## config.mk

```make
export PLATFORM = sky130hd
export DESIGN_NAME = ram_bist_ctrl
export DESIGN_NICKNAME = d
export VERILOG_FILES = /design/src/rtl/ram_bist_ctrl.sv
export SDC_FILE = /design/constraint.sdc
export NUM_CORES = 1
export LEC_CHECK = 0
export BUFFER_PORTS_ARGS = -buffer_cell sky130_fd_sc_hd__buf_4
export CORE_MARGIN = 2
export CORE_UTILIZATION = 25
export DETAILED_ROUTE_END_ITERATION = 10
export GPL_ROUTABILITY_DRIVEN = 0
export HOLD_SLACK_MARGIN = 0.08
export PLACE_DENSITY = 0.51
export SYNTH_ARGS = -nofsm -noshare
export SYNTH_HDL_FRONTEND = slang
export SYNTH_SLANG_ARGS = --single-unit
```

## constraint.sdc

```tcl
create_clock -name clk -period 2.9 [get_ports clk]
set_clock_uncertainty 0.15 [all_clocks]
set_input_delay 0.58 -clock clk [delete_from_list [all_inputs] [get_ports clk]]
set_output_delay 0.58 -clock clk [all_outputs]
set_load 0.005 [all_outputs]
```

## src/rtl/ram_bist_ctrl.sv

```systemverilog
// Write/read-back self-test sequencer for a single-port RAM.
// Fills every word with (2*addr + seed), reads each back, and records mismatches.
module ram_bist_ctrl #(
  parameter int unsigned AW    = 10,
  parameter int unsigned DW    = 8,
  parameter int unsigned DEPTH = 1024
) (
  input  logic          clk,
  input  logic          rst_n,
  input  logic          start,
  input  logic [DW-1:0] seed,
  output logic [AW-1:0] ram_addr,
  output logic [DW-1:0] ram_wdata,
  input  logic [DW-1:0] ram_rdata,
  output logic          ram_cs,
  output logic          ram_rd,
  output logic          ram_wr,
  output logic          busy,
  output logic          done,
  output logic          pass,
  output logic [AW:0]   err_count,
  output logic [AW-1:0] first_fail_addr
);

  typedef enum logic [2:0] {
    S_IDLE,
    S_WRITE,
    S_RD_ADDR,
    S_RD_CMP,
    S_DONE
  } state_t;

  localparam logic [AW-1:0] LAST_ADDR = AW'(DEPTH - 1);

  state_t        state_q, state_d;
  logic [AW-1:0] addr_q, addr_d;
  logic [DW-1:0] seed_q, seed_d;
  logic [AW:0]   err_q, err_d;
  logic [AW-1:0] ffa_q, ffa_d;
  logic          pass_q, pass_d;
  logic [DW-1:0] exp_data;

  // Expected word for the current address; the shifted address is truncated to DW.
  assign exp_data = DW'({addr_q, 1'b0}) + seed_q;

  always_ff @(posedge clk) begin
    if (!rst_n) begin
      state_q <= S_IDLE;
      addr_q  <= '0;
      seed_q  <= '0;
      err_q   <= '0;
      ffa_q   <= '0;
      pass_q  <= 1'b0;
    end else begin
      state_q <= state_d;
      addr_q  <= addr_d;
      seed_q  <= seed_d;
      err_q   <= err_d;
      ffa_q   <= ffa_d;
      pass_q  <= pass_d;
    end
  end

  always_comb begin
    state_d = state_q;
    addr_d  = addr_q;
    seed_d  = seed_q;
    err_d   = err_q;
    ffa_d   = ffa_q;
    pass_d  = pass_q;
    unique case (state_q)
      S_IDLE, S_DONE: begin
        if (start) begin
          state_d = S_WRITE;
          seed_d  = seed;
          addr_d  = '0;
          err_d   = '0;
          ffa_d   = '0;
          pass_d  = 1'b0;
        end
      end
      S_WRITE: begin
        if (addr_q == LAST_ADDR) begin
          addr_d  = '0;
          state_d = S_RD_ADDR;
        end else begin
          addr_d = addr_q + 1'b1;
        end
      end
      S_RD_ADDR: state_d = S_RD_CMP;
      S_RD_CMP: begin
        if (ram_rdata != exp_data) begin
          err_d = err_q + 1'b1;
          if (err_q == '0) ffa_d = addr_q;
        end
        // pass reflects the count including this final compare
        if (addr_q == LAST_ADDR) begin
          state_d = S_DONE;
          pass_d  = (err_d == '0);
        end else begin
          addr_d  = addr_q + 1'b1;
          state_d = S_RD_ADDR;
        end
      end
      default: state_d = S_IDLE;
    endcase
  end

  assign ram_addr        = addr_q;
  assign ram_wr          = (state_q == S_WRITE);
  assign ram_rd          = (state_q == S_RD_ADDR) || (state_q == S_RD_CMP);
  assign ram_cs          = ram_wr || ram_rd;
  assign ram_wdata       = ram_wr ? exp_data : '0;
  assign busy            = ram_cs;
  assign done            = (state_q == S_DONE);
  assign pass            = pass_q;
  assign err_count       = err_q;
  assign first_fail_addr = ffa_q;

endmodule

```

==> reports/results.ini, run 1 <==
[status]
violations=setup timing
outcome=finished with violations

[die]
floorplan.die_area_um2=11200
dieWidth_um=105.8
start_util_pct=25.44
die_height_um=105.8
io_pins=64
coreArea_um2=10180
rows=37

[critical_path]
cpPeakStageDelay_ns=0.65
crit_fanout=5
worstSetupPathType=reg -> reg
end_kind=flip-flop
worstPathRequired_ns=2.92
crit_arrival_ns=3.14
ff2ff_setup_slack_ns=-0.22
slowest_stage=or4_4
r2r_cells=10
r2r-end=first_fail_addr[4]
cp_cell_sequence=ha_4 > inv_2 > fa_2 > xor2_1 > nand2_1 > or4_4 > or4_4 > and3_4 > nand2_1 > a21oi_2
critPathBufInv=1
cp-start-kind=flip-flop
cp_top_family=simple AND/OR/NAND/NOR gates
worstReg2RegStart=ram_addr[0]

[timing]
fin_setup_tns_ns=-4.408
min_period_over_period_pct=107.7
slew_violations=0
tightest_slew_ns=0.7201
period_needed_ns=3.125
rsz0062_at_grt=yes
worst_hold_slack_ns=0.3153
setup_violations=23
relSlewSlack_pct=51.99
finalWorstSetupSlack_ns=-0.2245
hold_viol_final=0
clock.fmax_mhz=320.0

[min_path]
hold_end=first_fail_addr[0]
hold_class=reg -> reg
whs_path_depth=2
hp-start=first_fail_addr[0]

[logic_synthesis]
ys.flop_type=dfxtp_1
syn_nets=364
synth_edf_count=0
synth_area_um2=2591
postSynth.asyncResetShare_pct=0
synth_most_common_cell=nand2_1
netlist_instances=335
ys_top_cells_by_count=nand2_1 (51), dfxtp_1 (43), a21oi_1 (36)
avgSynthCellArea_um2=7.735
ys_ff_latch=43
yosysTopAreaCell=dfxtp_1
yosysWarnings=0
yosysSeqAreaShare_pct=33.22
synth_cell_type_count=49
netlist.area_leader.share_pct=33.22
ys_top_cells_by_area=dfxtp_1 (33%), nand2_1 (7.4%), a21oi_1 (7.0%)

[power_and_ir_drop]
peakVddDrop_mv=0.1771
power_leakage_nw=1.542
total_power_mw=1.288
p_per_area_nw_per_um2=332.7

[global_route]
grt_pass1_wl_um=13520
grt-ovfl-total=0
antenna_found_initial=0
grt.total_usage_pct=14.93
grt_max_degree=24
grt_pass1_vias=2710

[route]
vias_per_cell=4.834
wirelength_um=8350
drt.antenna.violating_nets=0
post_drt_wl_per_cell_um=14.78
first_iter_violations=81
drt-pass1-iter-count=4
vias=2731
drc=0

[placement]
pre_cts_slack_ns=-0.2743
portBuffers=63
hpwl_um=5680

[clock_network]
cts_sinks=43
clock_latency_ns=0.29
cts_tree=built
clkTransAtPathRegs_ns=0.08
htreeDepth=2
cts_buffers=5
clock_path_buffers=2
cts_root_buffer=clkbuf_8

[finish]
final_nets=457
drive_above_1_share_pct=40.79
n_antenna_cell=0
syn_to_final_growth_pct=49.40
utilization_pct=38.01
fill_cells=1100
regArea_um2=868.3
multi_input_area_um2=1927

[job]
max_cap_violations=0

## through the flow
stage | area (um^2) | instances
6_report | 3871 | 565
5_1_grt | 3871 | 565
4_1_cts | 3697 | 567
3_5_place_dp | 3405 | 544
3_3_place_gp | 3405 | 544
2_1_floorplan | 2651 | 335
## cell type report
| class | count | area share [%] |
|---|---|---|
| multi-input cells | 267 | 49.77 |
| clock inverters | 1 | 0.7757 |
| clock buffers | 7 | 1.972 |
| inverters | 11 | 1.067 |
| well taps | 136 | 4.396 |
| flip-flops and latches | 43 | 22.43 |
| repair buffers | 100 | 19.59 |
## report_power, final
group	internal [mW]	switching (mW)	total, mW
combinational	0.100	0.112	0.213
sequential	0.601	0.00960	0.611
clock	0.258	0.207	0.465
## per-layer routing
layer	vias up	global-route usage [%]	part of all wire [%]
li1	1367	-	-
met4	0	3.289	0.55
met1	1311	19.07	45
met2	48	26.22	51
met3	5	2.597	3.3
met5	-	0	0
## state kept, by name (all words and copies together), names as in the netlist
signal / count
err_count: 11
first_fail_addr: 10
pass: 1
ram_addr: 10
seed_q: 8
state_q: 3
## cell usage in the layout, fill, tap and decap left out, types with 9 or more instances in the layout
cell type,Yosys,final
buf_4,2,98
nand2_1,51,39
dfxtp_1,43,39
nor2_1,31,31
a21oi_1,36,24
a21oi_2,1,12
xor2_1,14,11
xnor2_1,11,11
nand2_2,0,11
inv_1,11,10
nand3_2,1,9
## logic make-up after synthesis
group	after synthesis	share of synthesized area, %
AO/OA/AOI/OAI	74	18.20
buffers and inverters	29	4.828
flip-flops	43	33.22
adder cells (fa/ha/maj)	10	5.118
XOR/XNOR	26	9.319
AND/OR/NAND/NOR	148	27.33
multiplexers	5	1.980
## what timing repair did
action	CTS	global route
resized for setup	15	47
endpoints found under the setup margin	24	26
hold buffers	0	0
gates cloned	4	0
pin swaps	24	32
buffers inserted	11	0
## worst max path at each step
stage / from / end / slack [ns] / depth (start not counted)
after floorplan: ram_addr[0] / pass / -0.09 / 11
after global placement: seed_q[1] / pass / -0.22 / 12
after detailed placement: seed_q[1] / pass / -0.27 / 12
after CTS: ram_addr[0] / pass / -0.24 / 10
after global routing: ram_addr[0] / err_count[8] / -0.38 / 11
final: ram_addr[0] / first_fail_addr[4] / -0.22 / 10
## tightest hold or removal path, cell delays in order (launching register included)
cell,delay (ns)
dfxtp_1,0.33
nand3_2,0.06
a21oi_2,0.04
No activity file was read; power rests on OpenSTA's default activity.
==> run 2, diff against run 1 <==
--- a/config.mk
+++ b/config.mk
@@ -11,7 +11,8 @@
 export DETAILED_ROUTE_END_ITERATION = 10
 export GPL_ROUTABILITY_DRIVEN = 0
 export HOLD_SLACK_MARGIN = 0.08
-export PLACE_DENSITY = 0.51
+export PLACE_DENSITY = 0.5
+export SLEW_MARGIN = 40
 export SYNTH_ARGS = -nofsm -noshare
 export SYNTH_HDL_FRONTEND = slang
 export SYNTH_SLANG_ARGS = --single-unit
==> constraint.sdc (replaced) <==
create_clock -name clk -period 3.2 [get_ports clk]
set_clock_uncertainty 0.15 [all_clocks]
set_input_delay 0.64 -clock clk [delete_from_list [all_inputs] [get_ports clk]]
set_output_delay 0.64 -clock clk [all_outputs]
set_load 0.005 [all_outputs]
==> reports/results.ini, run 2 (same netlist as run 1, synthesis figures left out) <==
[placement]
pre_cts_slack_ns=-0.05559
hpwl_um=5636
portBuffers=63
post_dp_cell_area_um2=3301

[route]
drt-pass1-iter-count=4
drt.antenna.violating_nets=0
drc=0
vias=2605
first_iter_violations=60
dr_wl_met2_um=3798
post_drt_wl_per_cell_um=14.03
highest_layer=met4
wirelength_um=7704
met1_length_um=3574
routed-wl-met3_um=269
vias_per_cell=4.745

[timing]
slew_violations=0
tightest_slew_ns=0.6753
relSlewSlack_pct=54.78
clock.fmax_mhz=314.5
finalWorstSetupSlack_ns=0.01999
period_needed_ns=3.180
min_period_over_period_pct=99.38
hold_viol_final=0
worst_hold_slack_ns=0.3141
setup_violations=0
rsz0062_at_grt=yes

[critical_path]
slowest_stage=fa_2
worstPathRequired_ns=3.26
path_common_cell=nand2_1
crit_arrival_ns=3.24
cp_top_family=simple AND/OR/NAND/NOR gates
cpPeakStageDelay_ns=0.54
cp_cell_sequence=ha_4 > inv_2 > fa_2 > xor2_1 > nand2_1 > or4_4 > or4_4 > buf_2 > nand2_1 > nand2_1 > a311oi_2
cp-start-kind=flip-flop
worstSetupPathType=reg -> reg
crit_fanout=7
end_kind=flip-flop
critPathBufInv=2

[global_route]
grt_pass1_wl_um=12300
antenna_found_initial=0
grt_pass1_vias=2490
grt_max_degree=22
grt.total_usage_pct=13.50
grt-ovfl-total=0

[min_path]
hold_class=reg -> reg

[power_and_ir_drop]
power_leakage_nw=1.449
p_per_area_nw_per_um2=306.3
total_power_mw=1.083
peakVddDrop_mv=0.1631

[finish]
largest_register_ffs=11
utilization_pct=34.73
layout_common_cells=buf_4 (85), nand2_1 (49), dfxtp_1 (40), a21oi_1 (35), nor2_1 (31)
post-route-cell-area_um2=3537
drive_above_1_share_pct=30.02
n_antenna_cell=0
syn_to_final_growth_pct=36.50
final_nets=441
layout_commonest_cell=buf_4

[die]
start_util_pct=25.44
die_height_um=105.8
floorplan.die_area_um2=11200
dieWidth_um=105.8
io_pins=64
coreArea_um2=10180
rows=37

[job]
max_cap_violations=0

[clock_network]
clock_path_buffers=2
cts_buffers=5
cts_sinks=43
cts_tree=built
htreeDepth=2
cts_root_buffer=clkbuf_8
clock_latency_ns=0.30
clkTransAtPathRegs_ns=0.09

[status]
outcome=complete, no violations

-- run 2: changes by cell type in the layout (fill, tap and decap cells not counted), moves of 4 or more --
| cell | before | now |
|---|---|---|
| a21oi_1 | 24 | 35 |
| a21oi_2 | 12 | 2 |
| buf_4 | 98 | 85 |
| nand2_1 | 39 | 49 |
| nand2_2 | 11 | 2 |
| nand3_1 | 6 | 15 |
| nand3_2 | 9 | 0 |
| o21ai_0 | 4 | 8 |
-- run 2: cell type report --
type / count / area (um^2)
fillers: 1085 / 6648
multi-input cells: 263 / 1699
flip-flops and latches: 43 / 864.6
repair buffers: 88 / 669.4
well taps: 136 / 170.2
clock buffers: 5 / 68.82
inverters: 11 / 41.29
clock inverters: 3 / 23.77
-- run 2: stage by stage --
stage	cells	TNS (ns)
after floorplan	335	0
after global placement	536	-0.02449
final	549	0
after CTS	547	0
after global routing	549	-0.2533
after detailed placement	536	-0.1865
-- run 2: final timing paths --
path	startpoint	to	slack [ns]	cells after the start
max	ram_addr[0]	err_count[2]	0.02	11
min	seed_q[3]	seed_q[3]	0.31	2
max reg2reg	ram_addr[0]	err_count[2]	0.02	11
min reg2reg	seed_q[3]	seed_q[3]	0.31	2
-- run 2: tightest hold or removal path, stage by stage, from the launching register on --
cell	delay (ns)
dfxtp_1	0.32
nand2_1	0.05
a21oi_1	0.05
-- run 2: repair_timing --
item                                    CTS  global route
setup buffers                             2             2
endpoints found under the setup margin   15            20
resized for setup                         8            18
pin swaps                                 5             5
hold buffers                              0             0
cloned                                    1             0
-- run 2: report_power, final --
part / leakage, nW / total [mW] / switching (mW) / internal [mW]
clock network: 0.0408 / 0.361 / 0.205 / 0.156
logic: 1.06 / 0.169 / 0.0883 / 0.0806
registers: 0.349 / 0.553 / 0.00823 / 0.545
-- run 2: per-layer routing --
metal / up-vias / global-route usage, %
met5: - / 0
met4: 0 / 3.008
met3: 9 / 2.474
met2: 53 / 23.59
met1: 1215 / 17.25
li1: 1328 / -
==> run 3, diff against run 2 <==
--- a/config.mk
+++ b/config.mk
@@ -7,11 +7,11 @@
 export LEC_CHECK = 0
 export BUFFER_PORTS_ARGS = -buffer_cell sky130_fd_sc_hd__buf_4
 export CORE_MARGIN = 2
-export CORE_UTILIZATION = 25
+export CORE_UTILIZATION = 39
 export DETAILED_ROUTE_END_ITERATION = 10
 export GPL_ROUTABILITY_DRIVEN = 0
 export HOLD_SLACK_MARGIN = 0.08
-export PLACE_DENSITY = 0.5
+export PLACE_DENSITY = 0.67
 export SLEW_MARGIN = 40
 export SYNTH_ARGS = -nofsm -noshare
 export SYNTH_HDL_FRONTEND = slang
==> reports/results.ini, run 3 (same netlist as run 1, synthesis figures left out) <==
[clock_network]
clock_path_buffers=2
cts_hold_buf=0
htreeDepth=2
clkTransAtPathRegs_ns=0.09
cts_setup_buffers=0
cts_buffers=5
cts_root_buffer=clkbuf_8
clock_latency_ns=0.30
cts_sinks=43
cts_tree=built

[power_and_ir_drop]
internal_power_mw=0.7769
seq_power_share_pct=51.6
p_sw_mw=0.2959
power_leakage_nw=1.428
peakVddDrop_mv=0.1868
p_sw_share_pct=27.58
combPwrFrac_pct=15.1
pwr-share-clk_pct=33.4
p_per_area_nw_per_um2=311.8
total_power_mw=1.073

[timing]
fin_setup_tns_ns=-0.02496
tightest_slew_ns=0.6913
rsz0062_at_grt=yes
min_period_over_period_pct=100.6
slew_violations=0
setup_violations=2
period_needed_ns=3.221
relSlewSlack_pct=53.71
hold_viol_final=0
finalWorstSetupSlack_ns=-0.02056
clock.fmax_mhz=310.5

[global_route]
antenna_found_initial=0
grt-ovfl-total=0
grt_pass1_vias=2420
grt.total_usage_pct=19.48
grt_max_degree=33
grt_pass1_wl_um=11490

[die]
coreArea_um2=6386
start_util_pct=40.58
die_height_um=85.51
io_pins=64
rows=29
dieWidth_um=85.51
floorplan.die_area_um2=7312

[route]
vias=2640
vias_per_cell=5.455
wirelength_um=7078
drt.antenna.violating_nets=0
first_iter_violations=113
drc=0
drt-pass1-iter-count=4
post_drt_wl_per_cell_um=14.62

[finish]
layout_common_cells=buf_4 (80), nand2_1 (51), dfxtp_1 (40), a21oi_1 (36), nor2_1 (31)
fill_cells=615
regArea_um2=864.6
final_nets=435
layout_commonest_cell=buf_4
syn_to_final_growth_pct=32.79
drive_above_1_share_pct=28.26
largest_register_ffs=11
multi_input_area_um2=1698
n_antenna_cell=0

[critical_path]
worstSetupPathType=reg -> reg
r2r_cells=11
path_common_cell=or4_4
cp-start-kind=flip-flop
cp_top_family=simple AND/OR/NAND/NOR gates
worstPathRequired_ns=3.24
critPathBufInv=2
worstReg2RegStart=ram_addr[0]
r2r-end=pass
ff2ff_setup_slack_ns=-0.02
crit_fanout=8
crit_arrival_ns=3.26
end_kind=flip-flop
cpPeakStageDelay_ns=0.54
slowest_stage=or4_4
cp_cell_sequence=ha_4 > inv_2 > fa_2 > xor2_1 > nand2_1 > or4_4 > or4_4 > buf_8 > nand4_1 > mux2i_1 > o31ai_2

[status]
violations=setup timing
outcome=finished with violations

[min_path]
whs_path_depth=2
hp-start=first_fail_addr[7]
hold_end=first_fail_addr[7]
hold_class=reg -> reg

[placement]
portBuffers=63
hpwl_um=5086

[job]
max_cap_violations=0

==> run 3: cell count changes in the layout (fill, tap and decap cells not counted), sizes merged <==
cell and change:
bufbuf +1, buf -7
==> run 3: final cells by class <==
type,instances,area share (%)
Multi-Input combinational cell,263,49.35
Sequential cell,43,25.13
Timing Repair Buffer,82,18.84
Tap cell,77,2.800
Clock buffer,5,2.000
Inverter,11,1.200
Clock inverter,3,0.6909
==> run 3: repair_timing <==
| item | in CTS | in global routing |
|---|---|---|
| endpoints found under the hold margin | 0 | 0 |
| gates resized for setup | 4 | 21 |
| pin swaps | 3 | 12 |
| gates cloned | 1 | 0 |
| setup endpoints to repair | 12 | 23 |
==> run 3: layer usage <==
layer | global-route usage, % | wire (um) | up-vias
li1 | - | - | 1318
met1 | 24.24 | 3076 | 1251
met2 | 33.81 | 3593 | 58
met3 | 3.369 | 264 | 13
met4 | 7.071 | 144 | 0
met5 | 0 | 0 | -
==> run 3: how the worst max path moves through the flow <==
stage / from / endpoint / depth (start not counted) / slack (ns)
floorplan: ram_addr[0] / first_fail_addr[8] / 12 / 0.03
global placement: ram_addr[0] / first_fail_addr[4] / 11 / 0.01
detailed placement: ram_addr[0] / pass / 11 / -0.1
CTS: seed_q[1] / pass / 11 / 0.01
global route: ram_addr[0] / first_fail_addr[3] / 11 / -0.09
finish: ram_addr[0] / pass / 11 / -0.02
==> run 3: power groups by stage <==
stage               combinational (mW)  clock, mW  sequential [mW]
floorplan                       0.0838          0            0.565
global placement                 0.149          0            0.564
detailed placement               0.152          0            0.564
CTS                              0.155      0.372            0.552
global route                     0.179      0.398            0.555
finish                           0.162      0.358            0.553
==> run 3: per-stage QoR <==
| stage | hold WS [ns] | setup slack, ns | cells | area (um^2) | utilization (%) |
|---|---|---|---|---|---|
| finish | 0.3175 | -0.02056 | 484 | 3441 | 53.88 |
| global route | 0.3419 | -0.08654 | 484 | 3441 | 53.88 |
| detailed placement | 0.3082 | -0.09545 | 475 | 3212 | 50.29 |
| CTS | 0.3213 | 0.01348 | 484 | 3349 | 52.45 |
| global placement | 0.2964 | 0.01312 | 475 | 3212 | 50.29 |
| floorplan | 0.2900 | 0.03174 | 335 | 2591 | - |
==> run 3: worst min-delay path: stages (launching register included) <==
cell     delay [ns]
dfxtp_1        0.32
nand3_1        0.06
a21oi_1        0.05
